$ cat config.mk
export PLATFORM = sky130hd
export DESIGN_NAME = gn_input_port_flat
export DESIGN_NICKNAME = d
export VERILOG_FILES = /design/src/rtl/gn_pkg.sv /design/src/rtl/gn_input_port_if.sv /design/src/rtl/gn_flit_fifo.sv /design/src/rtl/gn_input_port.sv /design/src/flat_wrapper.sv
export SDC_FILE = /design/constraint.sdc
export NUM_CORES = 1
export LEC_CHECK = 0
export CAP_MARGIN = 20
export CORE_MARGIN = 10
export CORE_UTILIZATION = 57
export DETAILED_ROUTE_END_ITERATION = 8
export GPL_ROUTABILITY_DRIVEN = 1
export HOLD_SLACK_MARGIN = 0.05
export MAX_ROUTING_LAYER = met4
export PLACE_DENSITY = 0.84
export RECOVER_POWER = 25
export SYNTH_ARGS = -nofsm -noshare
export SYNTH_HDL_FRONTEND = slang
export SYNTH_HIERARCHICAL = 1
export SYNTH_SLANG_ARGS = --single-unit
export TNS_END_PERCENT = 100
$ cat constraint.sdc
create_clock -name clk -period 6.55 [get_ports clk]
set_clock_uncertainty 0.1 [all_clocks]
set_input_delay 1.31 -clock clk [delete_from_list [all_inputs] [get_ports clk]]
set_output_delay 1.31 -clock clk [all_outputs]
set_load 0.02 [all_outputs]
$ cat src/rtl/gn_pkg.sv
// Shared definitions for the mesh-router input port.
// Contents:
//   - output port codes (R, L, U, D, EJ) and the "no port" code
//   - requester state encoding
//   - xy_route(): dimension-ordered (X first, then Y) route selection
package gn_pkg;

    localparam logic [2:0] P_R    = 3'd0;
    localparam logic [2:0] P_L    = 3'd1;
    localparam logic [2:0] P_U    = 3'd2;
    localparam logic [2:0] P_D    = 3'd3;
    localparam logic [2:0] P_EJ   = 3'd4;
    localparam logic [2:0] P_NONE = 3'd7;

    // Coordinates are zero-extended to this width before routing, so one
    // function serves any X_W/Y_W up to 8 bits.
    localparam int COORD_W = 8;

    typedef enum logic [0:0] {
        ST_IDLE = 1'b0,
        ST_REQ  = 1'b1
    } state_t;

    // X is resolved completely before Y; a packet that has arrived ejects.
    function automatic logic [2:0] xy_route(
        input logic [COORD_W-1:0] dst_x,
        input logic [COORD_W-1:0] dst_y,
        input logic [COORD_W-1:0] cur_x,
        input logic [COORD_W-1:0] cur_y
    );
        logic [2:0] r;
        if (dst_x > cur_x) begin
            r = P_R;
        end else if (dst_x < cur_x) begin
            r = P_L;
        end else if (dst_y > cur_y) begin
            r = P_U;
        end else if (dst_y < cur_y) begin
            r = P_D;
        end else begin
            r = P_EJ;
        end
        return r;
    endfunction

endpackage

$ cat src/rtl/gn_input_port_if.sv
// Bundle of the input port's flit, request/grant and forward signals.
//   upstream : in_valid, in_ready, in_flit, in_head, in_tail
//   selector : req_valid, req_port (to it), ans_R/L/U/D/EJ (from it)
//   forward  : out_valid, out_flit, out_tail
// Modports: master = surrounding router / environment, slave = input port.
interface gn_input_port_if #(
    parameter int DATA_W = 16
);
    logic              in_valid;
    logic              in_ready;
    logic [DATA_W-1:0] in_flit;
    logic              in_head;
    logic              in_tail;

    logic              req_valid;
    logic [2:0]        req_port;
    logic [2:0]        ans_R;
    logic [2:0]        ans_L;
    logic [2:0]        ans_U;
    logic [2:0]        ans_D;
    logic [2:0]        ans_EJ;

    logic              out_valid;
    logic [DATA_W-1:0] out_flit;
    logic              out_tail;

    modport master (
        output in_valid, in_flit, in_head, in_tail,
        input  in_ready,
        input  req_valid, req_port,
        output ans_R, ans_L, ans_U, ans_D, ans_EJ,
        input  out_valid, out_flit, out_tail
    );

    modport slave (
        input  in_valid, in_flit, in_head, in_tail,
        output in_ready,
        output req_valid, req_port,
        input  ans_R, ans_L, ans_U, ans_D, ans_EJ,
        output out_valid, out_flit, out_tail
    );
endinterface

$ cat src/rtl/gn_flit_fifo.sv
// Synchronous flit FIFO, no write-to-read bypass.
// Ports:
//   clk, reset        clock, synchronous active-high reset (empties FIFO)
//   i_push, i_wdata   write request / word (ignored when full)
//   i_pop             read request (ignored when empty)
//   o_rdata           word at the read pointer (valid when !o_empty)
//   o_full, o_empty   occupancy flags
//   o_count           occupancy, 0..DEPTH
module gn_flit_fifo #(
    parameter int W     = 18,
    parameter int DEPTH = 4
) (
    input  logic                       clk,
    input  logic                       reset,
    input  logic                       i_push,
    input  logic [W-1:0]               i_wdata,
    input  logic                       i_pop,
    output logic [W-1:0]               o_rdata,
    output logic                       o_full,
    output logic                       o_empty,
    output logic [$clog2(DEPTH):0]     o_count
);
    localparam int PTR_W = $clog2(DEPTH);
    localparam int CNT_W = PTR_W + 1;

    logic [W-1:0]     r_mem [DEPTH];
    logic [PTR_W-1:0] r_wr_ptr;
    logic [PTR_W-1:0] r_rd_ptr;
    logic [CNT_W-1:0] r_count;
    logic             w_do_push;
    logic             w_do_pop;

    assign o_full    = (r_count == CNT_W'(DEPTH));
    assign o_empty   = (r_count == CNT_W'(0));
    assign o_count   = r_count;
    assign o_rdata   = r_mem[r_rd_ptr];
    assign w_do_push = i_push && !o_full;
    assign w_do_pop  = i_pop && !o_empty;

    // Storage write; contents need no reset because count gates reads.
    always_ff @(posedge clk) begin
        if (w_do_push) begin
            r_mem[r_wr_ptr] <= i_wdata;
        end
    end

    // Pointers wrap naturally (DEPTH is a power of two) and count tracks occupancy.
    always_ff @(posedge clk) begin
        if (reset) begin
            r_wr_ptr <= '0;
            r_rd_ptr <= '0;
            r_count  <= '0;
        end else begin
            if (w_do_push) begin
                r_wr_ptr <= r_wr_ptr + PTR_W'(1);
            end
            if (w_do_pop) begin
                r_rd_ptr <= r_rd_ptr + PTR_W'(1);
            end
            case ({w_do_push, w_do_pop})
                2'b10:   r_count <= r_count + CNT_W'(1);
                2'b01:   r_count <= r_count - CNT_W'(1);
                default: r_count <= r_count;
            endcase
        end
    end

endmodule

$ cat src/rtl/gn_input_port.sv
// Per-input-port requester of the 5-port mesh router.
// Buffers flits, routes each head flit XY-style, requests the routed output
// from the switch-allocation selector and forwards the packet (wormhole)
// on every cycle the selector's grant word for that output names PORT_ID.
// Ports:
//   clk, reset      clock, synchronous active-high reset
//   cur_x, cur_y    this router's coordinates (static)
//   bus             flit in / request / grant / flit out bundle (slave side)
//   err_drop        one-cycle pulse when a stray non-head flit is discarded
module gn_input_port #(
    parameter logic [2:0] PORT_ID = 3'd0,
    parameter int         DATA_W  = 16,
    parameter int         X_W     = 3,
    parameter int         Y_W     = 3,
    parameter int         DEPTH   = 4
) (
    input  logic           clk,
    input  logic           reset,
    input  logic [X_W-1:0] cur_x,
    input  logic [Y_W-1:0] cur_y,
    gn_input_port_if.slave bus,
    output logic           err_drop
);
    import gn_pkg::*;

    localparam int FW    = DATA_W + 2;
    localparam int CNT_W = $clog2(DEPTH) + 1;

    logic              w_push;
    logic              w_pop;
    logic              w_full;
    logic              w_empty;
    logic [CNT_W-1:0]  w_count;
    logic [FW-1:0]     w_rdata;
    logic [DATA_W-1:0] w_rd_flit;
    logic              w_rd_head;
    logic              w_rd_tail;

    state_t            r_state;
    state_t            w_state_nxt;
    logic [2:0]        r_route;
    logic [2:0]        w_route_nxt;
    logic [2:0]        w_sel;
    logic              w_granted;
    logic              w_fwd;
    logic              w_drop;

    logic              r_req_valid;
    logic [2:0]        r_req_port;
    logic              r_out_valid;
    logic [DATA_W-1:0] r_out_flit;
    logic              r_out_tail;
    logic              r_err_drop;

    assign bus.in_ready = (w_count != CNT_W'(DEPTH));
    assign w_push       = bus.in_valid && !w_full;
    assign {w_rd_tail, w_rd_head, w_rd_flit} = w_rdata;

    gn_flit_fifo #(
        .W     (FW),
        .DEPTH (DEPTH)
    ) u_fifo (
        .clk     (clk),
        .reset   (reset),
        .i_push  (w_push),
        .i_wdata ({bus.in_tail, bus.in_head, bus.in_flit}),
        .i_pop   (w_pop),
        .o_rdata (w_rdata),
        .o_full  (w_full),
        .o_empty (w_empty),
        .o_count (w_count)
    );

    // Pick the grant word of the output we are routed to; others are ignored.
    always_comb begin
        w_sel = P_NONE;
        case (r_route)
            P_R:     w_sel = bus.ans_R;
            P_L:     w_sel = bus.ans_L;
            P_U:     w_sel = bus.ans_U;
            P_D:     w_sel = bus.ans_D;
            P_EJ:    w_sel = bus.ans_EJ;
            default: w_sel = P_NONE;
        endcase
    end

    assign w_granted = (r_state == ST_REQ) && (w_sel == PORT_ID);

    // Next state, FIFO pop and the values the output registers load.
    always_comb begin
        w_state_nxt = r_state;
        w_route_nxt = r_route;
        w_pop       = 1'b0;
        w_fwd       = 1'b0;
        w_drop      = 1'b0;
        case (r_state)
            ST_IDLE: begin
                if (w_empty) begin
                    w_state_nxt = ST_IDLE;
                end else if (!w_rd_head) begin
                    // A body/tail flit with no open packet cannot be routed.
                    w_pop       = 1'b1;
                    w_drop      = 1'b1;
                    w_state_nxt = ST_IDLE;
                end else begin
                    // Head stays in the FIFO; it is forwarded once granted.
                    w_route_nxt = xy_route(COORD_W'(w_rd_flit[X_W-1:0]),
                                           COORD_W'(w_rd_flit[X_W+Y_W-1:X_W]),
                                           COORD_W'(cur_x),
                                           COORD_W'(cur_y));
                    w_state_nxt = ST_REQ;
                end
            end
            ST_REQ: begin
                if (w_granted && !w_empty) begin
                    w_pop       = 1'b1;
                    w_fwd       = 1'b1;
                    w_state_nxt = w_rd_tail ? ST_IDLE : ST_REQ;
                end else begin
                    // No grant or nothing buffered: keep requesting.
                    w_state_nxt = ST_REQ;
                end
            end
            default: begin
                w_state_nxt = ST_IDLE;
            end
        endcase
    end

    // State, route and all externally visible outputs are registered.
    always_ff @(posedge clk) begin
        if (reset) begin
            r_state     <= ST_IDLE;
            r_route     <= P_NONE;
            r_req_valid <= 1'b0;
            r_req_port  <= P_NONE;
            r_out_valid <= 1'b0;
            r_out_flit  <= '0;
            r_out_tail  <= 1'b0;
            r_err_drop  <= 1'b0;
        end else begin
            r_state     <= w_state_nxt;
            r_route     <= w_route_nxt;
            r_req_valid <= (w_state_nxt == ST_REQ);
            r_req_port  <= (w_state_nxt == ST_REQ) ? w_route_nxt : P_NONE;
            r_out_valid <= w_fwd;
            r_out_flit  <= w_fwd ? w_rd_flit : '0;
            r_out_tail  <= w_fwd && w_rd_tail;
            r_err_drop  <= w_drop;
        end
    end

    assign bus.req_valid = r_req_valid;
    assign bus.req_port  = r_req_port;
    assign bus.out_valid = r_out_valid;
    assign bus.out_flit  = r_out_flit;
    assign bus.out_tail  = r_out_tail;
    assign err_drop      = r_err_drop;

endmodule

$ cat src/flat_wrapper.sv
// flat-port wrapper written by rule: the top's interface ports become plain ports
module gn_input_port_flat import gn_pkg::*;
#(
    parameter logic [2:0] PORT_ID = 3'd0,
    parameter int         DATA_W  = 16,
    parameter int         X_W     = 3,
    parameter int         Y_W     = 3,
    parameter int         DEPTH   = 4
)
  (clk, reset, cur_x, cur_y, err_drop, bus_in_valid, bus_in_flit, bus_in_head, bus_in_tail, bus_in_ready, bus_req_valid, bus_req_port, bus_ans_R, bus_ans_L, bus_ans_U, bus_ans_D, bus_ans_EJ, bus_out_valid, bus_out_flit, bus_out_tail);
  gn_input_port_if #(.DATA_W(DATA_W)) bus_i ();
  input  logic clk;
  input  logic reset;
  input  logic [X_W-1:0] cur_x;
  input  logic [Y_W-1:0] cur_y;
  output logic err_drop;
  input wire logic [$bits(bus_i.in_valid)-1:0] bus_in_valid;
  input wire logic [$bits(bus_i.in_flit)-1:0] bus_in_flit;
  input wire logic [$bits(bus_i.in_head)-1:0] bus_in_head;
  input wire logic [$bits(bus_i.in_tail)-1:0] bus_in_tail;
  output wire logic [$bits(bus_i.in_ready)-1:0] bus_in_ready;
  output wire logic [$bits(bus_i.req_valid)-1:0] bus_req_valid;
  output wire logic [$bits(bus_i.req_port)-1:0] bus_req_port;
  input wire logic [$bits(bus_i.ans_R)-1:0] bus_ans_R;
  input wire logic [$bits(bus_i.ans_L)-1:0] bus_ans_L;
  input wire logic [$bits(bus_i.ans_U)-1:0] bus_ans_U;
  input wire logic [$bits(bus_i.ans_D)-1:0] bus_ans_D;
  input wire logic [$bits(bus_i.ans_EJ)-1:0] bus_ans_EJ;
  output wire logic [$bits(bus_i.out_valid)-1:0] bus_out_valid;
  output wire logic [$bits(bus_i.out_flit)-1:0] bus_out_flit;
  output wire logic [$bits(bus_i.out_tail)-1:0] bus_out_tail;
  assign bus_i.in_valid = bus_in_valid;
  assign bus_i.in_flit = bus_in_flit;
  assign bus_i.in_head = bus_in_head;
  assign bus_i.in_tail = bus_in_tail;
  assign bus_in_ready = bus_i.in_ready;
  assign bus_req_valid = bus_i.req_valid;
  assign bus_req_port = bus_i.req_port;
  assign bus_i.ans_R = bus_ans_R;
  assign bus_i.ans_L = bus_ans_L;
  assign bus_i.ans_U = bus_ans_U;
  assign bus_i.ans_D = bus_ans_D;
  assign bus_i.ans_EJ = bus_ans_EJ;
  assign bus_out_valid = bus_i.out_valid;
  assign bus_out_flit = bus_i.out_flit;
  assign bus_out_tail = bus_i.out_tail;
  gn_input_port #(.PORT_ID(PORT_ID), .DATA_W(DATA_W), .X_W(X_W), .Y_W(Y_W), .DEPTH(DEPTH)) u_core (.clk(clk), .reset(reset), .cur_x(cur_x), .cur_y(cur_y), .bus(bus_i), .err_drop(err_drop));
endmodule
---- After elaboration in Yosys (flattened, before gate mapping) ----
Memories as Yosys holds them, arrays and structs flattened. A register that Yosys moved wholly into a read port is not among the register bits.
Cells that the tools add are included.
storage, ports and cells
  flip-flop bits (word level) ............. 33
  bits in writable memories ............... 72
  bits of input ports ..................... 42
  output and inout bits ................... 24
  memories kept ........................... 1
cells by class
  add/sub/neg operators ................... 4
  order comparisons ....................... 4
  equality and inequality tests ........... 8
  mux-type cells .......................... 23
  bitwise logic cells ..................... 3
  reductions and logical operators ........ 15
memory list
  name                 depth  bits a word  rd ports  clocked after Yosys merged registers in  write ports  RTL line            RTL
  u_core.u_fifo.r_mem  4      18           1         1                                        1            gn_flit_fifo.sv:26  logic [W-1:0] r_mem [DEPTH];
operators by type and width
  operator                                             number
  2-to-1 mux 3 bit                                     7
  one-hot mux 3 bit (5 select lines)                   1
  2-to-1 mux 1 bit                                     10
  logical NOT 3 bit                                    3
  equality test 3 x 2 -> 1 bit, second input constant  2
  equality test 3 bit, second input constant           2
  greater-than comparator 3 bit                        2
  logical AND 1 bit                                    6
  < comparator 3 bit                                   2
  one-hot mux 3 bit (2 select lines)                   1
  OR reduction 2 bit                                   3
  adder 2 x 1 -> 2 bit, second input constant          2
  2-to-1 mux 2 bit                                     2
  one-hot mux 1 bit (2 select lines)                   2
  adder 3 x 1 -> 3 bit, second input constant          1
  equality test 3 x 1 -> 1 bit, second input constant  1
  inequality test 3 bit, second input constant         1
  NOT 1 bit                                            3
  subtractor 3 x 1 -> 3 bit, second input constant     1
  equality test 2 x 1 -> 1 bit, second input constant  1
  equality test 2 bit, second input constant           1
  logical NOT 1 bit                                    2
  nonzero test 2 bit                                   1

---- Depth between registers and ports, before layout ----
  depth in word-level cells ............... 10
  mapped depth ............................ 14

---- Cells and area by module ----
The synthesis kept the hierarchy.
modules (own cells, without submodules)
  module         times used  cells each  area each (um2)  sequential area each (um2)
  gn_flit_fifo   1           148         3,114.2          2,342.2
  gn_input_port  1           111         1,058.5          520.5

---- Worst setup path after synthesis ----
Ideal clock, no wire load.
  kind .................................... in2reg
  from .................................... input bus_ans_D[1]
  to ...................................... register u_core.u_fifo.r_count[2], in the netlist u_core/u_fifo/o_count[2]
  setup time .............................. 70 ps
  arrival time ............................ 3,494 ps
  data required time ...................... 6,380 ps
  setup slack ............................. 2,886 ps
  cell stages on the path ................. 12
  path buffers ............................ 0
  cells stage by stage .................... mux2_1 -> a221o_1 -> nor2_1 -> a21o_1 -> o31ai_1 -> inv_1 -> ha_1 -> inv_1 -> fa_1 -> xor2_1 -> or3_1 -> a21oi_1
on the way
  word-level cells in the longest chain between the ends .. 9
  elaborated cells on any way between the ends .. 11
ends and longest elaborated chain
  element                                                                   RTL line              RTL
  start: declaration                                                        flat_wrapper.sv:27    input wire logic [$bits(bus_i.ans_D)-1:0] bus_ans_D;
  one-hot mux 3 bit (5 select lines) (*)                                    gn_input_port.sv:77   case (r_route)
  logical NOT 3 bit (*)                                                     gn_input_port.sv:87   assign w_granted = (r_state == ST_REQ) && (w_sel == PORT_ID);
  logical AND 1 bit (*)                                                     gn_input_port.sv:87
  logical AND 1 bit (*)                                                     gn_input_port.sv:115  if (w_granted && !w_empty) begin
  2-to-1 mux 1 bit (*)                                                      gn_input_port.sv:115
  one-hot mux 1 bit (2 select lines) (*)                                    gn_input_port.sv:96   case (r_state)
  named net u_core.w_pop                                                    gn_input_port.sv:30   logic w_pop;
  logical AND 1 bit (*)                                                     gn_flit_fifo.sv:38    assign w_do_pop = i_pop && !o_empty;
  named net u_core.u_fifo.w_do_pop                                          gn_flit_fifo.sv:31    logic w_do_pop;
  equality test 2 x 1 -> 1 bit or equality test 2 bit (tied branches)       gn_flit_fifo.sv:60    case ({w_do_push, w_do_pop})
  one-hot mux 3 bit (2 select lines) or nonzero test 2 bit (tied branches)  --
  end signal: assignment                                                    gn_flit_fifo.sv:61    2'b10: r_count <= r_count + CNT_W'(1);
  end signal: assignment                                                    gn_flit_fifo.sv:62    2'b01: r_count <= r_count - CNT_W'(1);
  end signal: assignment                                                    gn_flit_fifo.sv:63    default: r_count <= r_count;
  end: declaration                                                          gn_flit_fifo.sv:29    logic [CNT_W-1:0] r_count;
The timed path passes the listed nets; every way through them passes the cells marked *.
A chain may end at the register's enable or synchronous reset.

---- Worst setup path in the final report ----
  from .................................... input bus_ans_L[0]
  to ...................................... register u_core.u_fifo.r_count[2], in the netlist u_core/u_fifo/o_count[2]
on the way
  word-level cells in the longest chain between the ends .. 9
  elaborated cells on any way between the ends .. 11
ends and longest elaborated chain
  element                                                                   RTL line              RTL
  start: declaration                                                        flat_wrapper.sv:25    input wire logic [$bits(bus_i.ans_L)-1:0] bus_ans_L;
  one-hot mux 3 bit (5 select lines) (*)                                    gn_input_port.sv:77
  logical NOT 3 bit (*)                                                     gn_input_port.sv:87
  logical AND 1 bit (*)                                                     gn_input_port.sv:87
  logical AND 1 bit (*)                                                     gn_input_port.sv:115
  2-to-1 mux 1 bit (*)                                                      gn_input_port.sv:115
  one-hot mux 1 bit (2 select lines) (*)                                    gn_input_port.sv:96
  named net u_core.w_pop                                                    gn_input_port.sv:30
  logical AND 1 bit (*)                                                     gn_flit_fifo.sv:38
  named net u_core.u_fifo.w_do_pop                                          gn_flit_fifo.sv:31
  equality test 2 x 1 -> 1 bit or equality test 2 bit (tied branches)       gn_flit_fifo.sv:60
  one-hot mux 3 bit (2 select lines) or nonzero test 2 bit (tied branches)  --
Marks and branches as above.

==> metrics.txt <==
Worst EP required 6.73 ns; placed cell count 417; delay-heaviest family, CP compound AO/OA/AOI/OAI gates; CTS root buf clkbuf_8; ANT nets after route 0; critical path's most frequent cell inv_1; clock buffer count from CTS 9; outcome finished clean; Clock Latency Late Sink 0.35 ns; Top Ports 66; slew margin rel. 33.2%; post-synth top area cell edfxtp_1; CTS tree done; Final Hold Fails 0; Min Hold Slack 0.407 ns; Vias 2,335; Max clock buf depth 2; Lkg Pwr 1.76 nW; Die Span Y 106 um; Synthesized Nets 313; non-filler cells, final 434; max cap viols 0; Yosys warnings 6; first-pass GRT wire length 12,800 um; Period minus WS final 3.89 ns; Power Dens Cells 304 nW/um2; Pre-antenna DRT Iters 4; global placement routability congestion 0.810; gr usage total 15.2%; WP buf/inv 3; die footprint 11,100 um2; initial antenna violation count 1; clock power share 23.2%; hold endpoint u_core/u_fifo/r_rd_ptr[1]; Max rail drop VDD 0.188 mV; area share of the largest cell type after synthesis 51.8%; Clock Sinks 107; synthesis-to-layout area growth 21.4%; Synth Register Bits 107; critical-path maximum fanout 3; Syn Inst Count 259; slowest stage delay, CP 0.41 ns; count of unique library cells instantiated by Yosys 36; crit end category flop; Comb pwr share 22.1%; post-layout util 70.6%; syn_area_per_cell 16.1 um2; share of layout cells above drive strength 1 8.38%; Hold Startpoint u_core/u_fifo/r_rd_ptr[1]; # hold bufs at CTS 0; max-slew violation count 0; NumNets Final 383; Sequential cell area 2860 um2; Final period util 59.3%; slowest stage cell, crit path a221o_1; pin count of the biggest net entering global routing 19; routed len/inst 18.1 um; number of cells on the worst hold path 2; multi-input combinational cell area 1190 um2; CTS clk-pin slew, worst paths 0.10 ns; Internal 1.10 mW; Max Freq 257 MHz; final std cell area, no fill 5070 um2; WS Path Type in2reg; Fillers 494; initial DRC count 84; via/cell ratio 5.38; Crit path arrival time 4.07 ns; Resized Gates After CTS 0; RR Endpoint u_core/u_fifo/o_count[2]; Initial Utilization 58.2%; Worst-Margin Slew 1.00 ns; core area 7180 um2; Post-route DRC 0; row count 31; Post-Syn Area 4170 um2; I/O Buffers 65; r2r setup slk 3.20 ns; final setup TNS 0 ns; sequential power share 54.7%; vias in the first global route 2,459; remaining global-route overflow 0; R2R cell count 11; die span in x 106 um; Worst Setup Start Kind input pin; CTS H-tree depth 3; Post-Place Cell Area 4890 um2; CP Cell Sequence clkdlybuf4s50_1, mux2_1, a221o_1, nor2_1, a21o_1, o31ai_1, inv_1, ha_1, inv_1, fa_1, xor2_1, or3_1, a21oi_1; Post-CTS Setup Repair Bufs 0; worst hold path class reg2reg; dpl hpwl 5360 um; Synth area leaders edfxtp_1 (52%), dfxtp_1 (17%), mux4_2 (5.4%); Net Sw Frac 28.6%; switching power 0.440 mW; Setup-failing EPs final 0; sequential area share after synthesis 68.6%; Post-Route WL 7860 um; RSZ-0062 raised after global routing false
[layout by cell type (no fill, tap or decap), types with 2 or more instances in the layout]
cell type | synthesis | final
edfxtp_1 | 72 | 72
mux4_1 | 8 | 8
nand2_1 | 7 | 7
clkinvlp_4 | 0 | 4
or3_1 | 6 | 6
xor2_1 | 3 | 3
a21oi_1 | 9 | 9
clkbuf_8 | 0 | 9
clkdlybuf4s50_1 | 0 | 52
nor2_1 | 16 | 16
nand2b_1 | 2 | 2
dlygate4sd3_1 | 0 | 13
nand3_1 | 3 | 3
mux4_2 | 10 | 10
nor3b_1 | 2 | 2
ha_1 | 11 | 11
nor2b_1 | 4 | 4
inv_1 | 14 | 14
dfxtp_1 | 35 | 35
o21ai_0 | 7 | 7
nor3_1 | 7 | 7
and2_1 | 22 | 22
[metal layers]
layer	global-route usage (%)	vias up	share of wire (%)
met4	4.35	0	0.97
met5	-	-	0
met2	24.4	70	49
li1	-	1109	-
met3	4.45	7	5.7
met1	18.4	1149	45
[registers in the layout, indices dropped and copies added (netlist names), named ones only]
signal                  flops
u_core/u_fifo/r_mem        72
u_core/bus.out_flit        16
u_core/bus.req_port         3
u_core/r_route              3
u_core/u_fifo/o_count       3
u_core/u_fifo/r_rd_ptr      2
u_core/u_fifo/r_wr_ptr      2
u_core/bus.out_tail         1
u_core/bus.out_valid        1
u_core/bus.req_valid        1
u_core/err_drop             1
[stage by stage]
stage / setup slack, ns / total power, mW
2_1_floorplan: 2.89 / 1.10
3_3_place_gp: 2.41 / 1.19
3_5_place_dp: 2.28 / 1.20
6_report: 2.66 / 1.54
5_1_grt: 2.48 / 1.63
4_1_cts: 2.68 / 1.56
[layout make-up]
| class | instances | area share [%] |
|---|---|---|
| multi-input cells | 131 | 23.5 |
| inverters | 14 | 1.04 |
| clock inverters | 7 | 1.06 |
| clock buffers | 9 | 2.44 |
| well taps | 99 | 2.44 |
| flip-flops and latches | 107 | 56.5 |
| repair buffers | 66 | 13.0 |
| diodes | 1 | 0.0494 |
[synthesized netlist by cell type]
cell type / number
edfxtp_1: 72
nor4_1: 1
nor3_1: 7
nor2_1: 16
dfxtp_1: 35
or3_1: 6
o21ai_0: 7
nor4b_4: 1
nand3_1: 3
ha_1: 11
o41ai_1: 1
nand2_1: 7
a211o_1: 1
and2_1: 22
buf_2: 2
a221o_1: 1
mux2_1: 1
buf_6: 3
mux4_1: 8
a31oi_1: 1
mux4_2: 10
inv_1: 14
nor2b_1: 4
nor3b_1: 2
nor3b_2: 1
a21o_1: 1
nand4_1: 1
a21oi_1: 9
fa_1: 1
mux2i_1: 1
o31ai_1: 1
buf_12: 1
or4_1: 1
xor2_1: 3
nand2b_1: 2
buf_1: 1
[power by group through the flow]
stage | clock network (mW) | logic, mW | registers (mW)
final | 0.358 | 0.341 | 0.842
after global routing | 0.401 | 0.380 | 0.852
after CTS | 0.368 | 0.345 | 0.843
after detailed placement | 0 | 0.343 | 0.859
after global placement | 0 | 0.331 | 0.854
after floorplan | 0 | 0.251 | 0.851
[how the worst max path moves through the flow]
stage	start	to	slack (ns)	cells past startpoint
2_1_floorplan	bus_ans_D[1]	u_core/u_fifo/o_count[2]	2.89	12
3_3_place_gp	bus_ans_D[1]	u_core/u_fifo/o_count[2]	2.41	13
5_1_grt	bus_ans_EJ[0]	u_core/u_fifo/o_count[2]	2.48	13
3_5_place_dp	bus_ans_L[0]	u_core/u_fifo/o_count[2]	2.28	13
6_report	bus_ans_L[0]	u_core/u_fifo/o_count[2]	2.66	13
4_1_cts	bus_ans_L[0]	u_core/u_fifo/o_count[2]	2.68	13
[worst register-to-register path, delay by kind of cell, from the launching register on]
family                     cells  cell delay, ns
DFF                            1            0.95
adders and majority gates      2            0.55
and+or+nand+nor                2            0.52
muxes                          1            0.47
AOI/OAI and AO/OA              3            0.37
xor gates and xnor gates       1            0.16
buffers and inverters          2            0.14
[cells by family (layout without fill, tap and decap cells)]
family,Yosys count,in the layout,synth area share [%]
flops,107,107,68.6
fa+ha+maj,12,12,3.78
mux,20,20,10.9
other cells,0,1,0
simple gates,74,74,10.1
xor+xnor,3,3,0.630
buf+inv,21,96,2.88
compound gates,22,22,3.09
(Power assumes the default switching activity.)
